--- src/rtl/cpu_io_pkg.sv ---
// Shared constants and types for the CPU I/O port blocks.
package cpu_io_pkg;

  localparam int DATA_W         = 32;
  localparam int OUT_FIFO_DEPTH = 4;

  typedef logic [DATA_W-1:0] word_t;

endpackage : cpu_io_pkg

--- src/rtl/out_fifo_ram.sv ---
// DEPTH x DATA_W storage for the CPU output-port FIFO.
// One synchronous write port and one asynchronous read port.
module out_fifo_ram #(
  parameter int DATA_W = 32,
  parameter int DEPTH  = 4,
  parameter int PTR_W  = $clog2(DEPTH)
) (
  input  logic              clk,
  input  logic              wr_en,
  input  logic [PTR_W-1:0]  wr_addr,
  input  logic [DATA_W-1:0] wr_data,
  input  logic [PTR_W-1:0]  rd_addr,
  output logic [DATA_W-1:0] rd_data
);

  logic [DATA_W-1:0] mem [DEPTH];

  // NOTE: storage has no reset; the pointers and count decide which entries are valid,
  // so clearing the array would only cost area and reset fan-out.
  always_ff @(posedge clk) begin
    if (wr_en) begin
      mem[wr_addr] <= wr_data;
    end
  end

  assign rd_data = mem[rd_addr];

endmodule : out_fifo_ram

--- src/rtl/cpu_out_port_fifo.sv ---
// CPU output-port buffer: captures CPU port writes and drains them over valid/ready.
// Define OUT_FIFO_OVF_EN to enable the sticky overflow flag Ovf; otherwise Ovf is tied to 0.
module cpu_out_port_fifo
  import cpu_io_pkg::*;
#(
  parameter int DATA_W = cpu_io_pkg::DATA_W,
  parameter int DEPTH  = OUT_FIFO_DEPTH,
  parameter int PTR_W  = $clog2(DEPTH),
  parameter int CNT_W  = $clog2(DEPTH) + 1
) (
  input  logic              Clock,
  input  logic              Reset,
  input  logic              Flush,
  input  logic              Out_Wr,
  input  logic [DATA_W-1:0] Out_Data,
  output logic              Out_Full,
  output logic              Out_Empty,
  output logic              Dev_Valid,
  output logic [DATA_W-1:0] Dev_Data,
  input  logic              Dev_Ready,
  output logic [CNT_W-1:0]  Count,
  output logic              Ovf
);

  logic [PTR_W-1:0]  wr_ptr_q, wr_ptr_d;
  logic [PTR_W-1:0]  rd_ptr_q, rd_ptr_d;
  logic [CNT_W-1:0]  count_q, count_d;
  logic              full, empty, push, pop, wr_en;
  logic [DATA_W-1:0] rd_data;

  assign full  = (count_q == CNT_W'(DEPTH));
  assign empty = (count_q == '0);
  // A full FIFO drops the write even when a pop frees a slot this same cycle.
  assign push  = Out_Wr && !full;
  assign pop   = !empty && Dev_Ready;
  assign wr_en = Reset && !Flush && push;

  always_comb begin
    // NOTE: every _d signal gets its hold value first, so no path can infer a latch.
    wr_ptr_d = wr_ptr_q;
    rd_ptr_d = rd_ptr_q;
    count_d  = count_q;
    if (Flush) begin
      wr_ptr_d = '0;
      rd_ptr_d = '0;
      count_d  = '0;
    end else begin
      if (push) wr_ptr_d = wr_ptr_q + PTR_W'(1);
      if (pop)  rd_ptr_d = rd_ptr_q + PTR_W'(1);
      case ({push, pop})
        2'b10:   count_d = count_q + CNT_W'(1);
        2'b01:   count_d = count_q - CNT_W'(1);
        default: count_d = count_q;
      endcase
    end
  end

  // NOTE: state registers use non-blocking assignments only, so every flop samples pre-edge values.
  always_ff @(posedge Clock) begin
    if (!Reset) begin
      wr_ptr_q <= '0;
      rd_ptr_q <= '0;
      count_q  <= '0;
    end else begin
      wr_ptr_q <= wr_ptr_d;
      rd_ptr_q <= rd_ptr_d;
      count_q  <= count_d;
    end
  end

  out_fifo_ram #(
    .DATA_W (DATA_W),
    .DEPTH  (DEPTH),
    .PTR_W  (PTR_W)
  ) u_ram (
    .clk     (Clock),
    .wr_en   (wr_en),
    .wr_addr (wr_ptr_q),
    .wr_data (Out_Data),
    .rd_addr (rd_ptr_q),
    .rd_data (rd_data)
  );

`ifdef OUT_FIFO_OVF_EN
  logic ovf_q, ovf_d;

  always_comb begin
    ovf_d = ovf_q;
    if (Flush)             ovf_d = 1'b0;
    else if (Out_Wr && full) ovf_d = 1'b1;
  end

  always_ff @(posedge Clock) begin
    if (!Reset) ovf_q <= 1'b0;
    else        ovf_q <= ovf_d;
  end

  assign Ovf = ovf_q;
`else
  assign Ovf = 1'b0;
`endif

  assign Out_Full  = full;
  assign Out_Empty = empty;
  assign Dev_Valid = !empty;
  assign Dev_Data  = empty ? '0 : rd_data;
  assign Count     = count_q;

endmodule : cpu_out_port_fifo

--- config.mk ---
export PLATFORM = sky130hd
export DESIGN_NAME = cpu_out_port_fifo
export DESIGN_NICKNAME = d
export VERILOG_FILES = /design/src/rtl/cpu_io_pkg.sv /design/src/rtl/out_fifo_ram.sv /design/src/rtl/cpu_out_port_fifo.sv
export SDC_FILE = /design/constraint.sdc
export NUM_CORES = 1
export LEC_CHECK = 0
export CORE_AREA = 2 2 99 110
export DETAILED_ROUTE_END_ITERATION = 8
export DIE_AREA = 0 0 101 112
export GPL_ROUTABILITY_DRIVEN = 0
export PLACE_DENSITY = 0.88
export SETUP_SLACK_MARGIN = 0.1
export SLEW_MARGIN = 10
export SYNTH_ARGS = -nofsm -noshare
export SYNTH_HDL_FRONTEND = slang
export SYNTH_SLANG_ARGS = --single-unit
--- constraint.sdc ---
create_clock -name Clock -period 3.1 [get_ports Clock]
set_input_delay 0.62 -clock Clock [delete_from_list [all_inputs] [get_ports Clock]]
set_output_delay 0.62 -clock Clock [all_outputs]
set_load 0.005 [all_outputs]
==> flow_metrics.tcl <==
set metrics [dict create \
    ant_nets 0 \
    final-setup-viol-count 0 \
    antenna_cells 0 \
    seq_area_um2 4030 \
    muxShareOfSynthArea_pct 13.4 \
    wirelength_um 9310 \
    h-tree-depth 4 \
    route.detailed.drc 0 \
    criticalPathCategory "reg2out" \
    cts_made_buffers 17 \
    synthFlopType "edfxtp_1" \
    irDropWorstVdd_v 0.000497 \
    p_leak_nw 2.27 \
    hold_viol 0 \
    synth_fp_nets 303 \
    use_met3_pct 5.21 \
    first_iter_violations 96 \
    area_growth_pct 29.0 \
    cp.required_ns 2.48 \
    synth.yosys.seq_area_share_pct 74.9 \
    clock_sinks 137 \
    dieArea_um2 11300 \
    synth_fa_ha_area_share_pct 1.54 \
    utilization_pct 67.6 \
    finalMaxSlewViolations 0 \
    syn_area_per_cell_um2 20.7 \
    crit_arrival_ns 2.19 \
    grt_pass1_vias 2895 \
    num_rows 39 \
    period_share_pct 90.5 \
    cts_setup_buffers 0 \
    synth_compound_area_share_pct 1.12 \
    critPathCaptureType "output pin" \
    synth-async-reset-ratio_pct 0 \
    portBuffers 74 \
    die_height_um 112 \
    syn_area_um2 5370 \
    syn_inst 260 \
    firstDrtPassIters 4 \
    synth_top_family_by_area "multiplexers" \
    synth_edf_count 128 \
    grt_antenna_before_repair 0 \
    wl_per_cell_um 19.0 \
    min_period_ns 2.81 \
    startpoint_type "flop" \
    rsz0062_at_grt "no" \
    via_count 2680 \
    yosysWarnings 0 \
    pin_count 76 \
    die_w_um 101 \
    gr-usage-met2_pct 30.6 \
    fin_cells 490 \
    yosys.area_share.simple_pct 6.08 \
    cts_root_buf "clkbuf_16" \
    top_usage_layer "met2" \
    place_inst 458 \
    drive_gt1_share_pct 22.6 \
    grt_max_degree 24 \
    place_hpwl_um 5580 \
    ys_types 30 \
    finClkSkew_ns 0.00924 \
    overflow 0 \
    grt_pass1_wl_um 14500 \
    vias_per_cell 5.47 \
    cts_tree "done" \
    power.density_nw_per_um2 637 \
    ctsResizeCount 0 \
    clock_latency_ns 0.41 \
    initial_core_util_pct 52.4 \
    clk_pin_slew_ns 0.06 \
    postCtsHoldBufs 0 \
    nFillCells 709 \
    clk_path_buf_depth 2 \
    core_um2 10200 \
    fmax_mhz 356 \
    crit_fanout 22 \
    ys_ff_latch 137 \
    grt_use_total_pct 17.6 \
    final_cell_mix "edfxtp_1, clkdlybuf4s50_1, mux4_2" \
    synth-xor-area-share_pct 0.326 \
    hold_path.class "reg2reg" \
    status "finished, final reports clean" \
    multi_input_area_um2 1220 \
    fin_tns_setup_ns 0 \
    r2r_setup_slack_ns 0.68 \
    layout.nets 397 \
    use_met1_pct 20.3 \
    final_common_cell "edfxtp_1" \
    cap_violations 0 \
]
stage by stage:
stage          worst slack [ns]  power [mW]  hold slack, ns  cell area [um^2]
6_report                  0.294        4.41           0.527              6930
5_1_grt                   0.162        4.56           0.552              6930
4_1_cts                   0.245        4.46           0.535              6930
3_5_place_dp              0.438        2.33           0.502              6290
3_3_place_gp              0.505        2.32           0.471              6290
2_1_floorplan             0.874        2.18           0.459              5370
synthesized netlist by cell type (2+ instances only):
cell type | number | area share (%)
edfxtp_1 | 128 | 72
mux4_2 | 32 | 13
nor2b_1 | 28 | 3.3
dfxtp_1 | 9 | 3.4
inv_1 | 8 | 0.56
and2b_1 | 6 | 0.84
ha_1 | 5 | 1.2
a21oi_1 | 4 | 0.37
and3_1 | 4 | 0.47
buf_2 | 4 | 0.37
o21ai_0 | 4 | 0.37
nor2_1 | 3 | 0.21
buf_12 | 2 | 0.75
buf_4 | 2 | 0.28
buf_6 | 2 | 0.42
clkbuf_1 | 2 | 0.14
nand2_1 | 2 | 0.14
or3_1 | 2 | 0.23
xor2_1 | 2 | 0.33
final timing paths:
path,start,end,cells after the start
min,rd_ptr_q[0],rd_ptr_q[0],2
max reg2reg,Count[2],Count[2],9
min reg2reg,rd_ptr_q[0],rd_ptr_q[0],2
max,Count[1],Dev_Data[15],5
cell families (layout without fill, tap and decap cells):
group,Yosys count,count (layout)
simple gates,52,52
mux,32,32
compound gates,10,10
flops,137,137
other cells,1,1
buf+inv,20,127
fa+ha+maj,6,6
xor+xnor,2,2
registers in the layout (all words and copies together) (netlist names), named ones only:
name	cells
u_ram.mem	128
wr_ptr_q	2
Count	3
rd_ptr_q	2
routing by layer:
layer	up-vias	share of wire [%]
met5	-	0
met4	0	1.1
met3	10	4.4
met2	72	54
met1	1381	40
li1	1217	-
power breakdown:
group / total, mW / switching (mW) / internal (mW)
clock: 2.12 / 0.709 / 1.42
combinational: 0.238 / 0.0985 / 0.139
sequential: 2.05 / 0.00750 / 2.04
layout make-up:
type / instances / share of cell area [%]
clock buffer: 18 / 6.19
clock inverter: 14 / 2.94
inverter: 8 / 0.433
multi-input combinational: 103 / 17.6
sequential: 137 / 58.1
tap: 123 / 2.22
timing repair buffer: 87 / 12.5
critical path, cell delays in order (launching register included):
cell	delay, ns
dfxtp_1	0.35
nor3_2	0.17
buf_4	0.25
buf_4	0.32
and2b_1	0.23
clkdlybuf4s50_1	0.45
No activity file was read; power rests on OpenSTA's default activity.
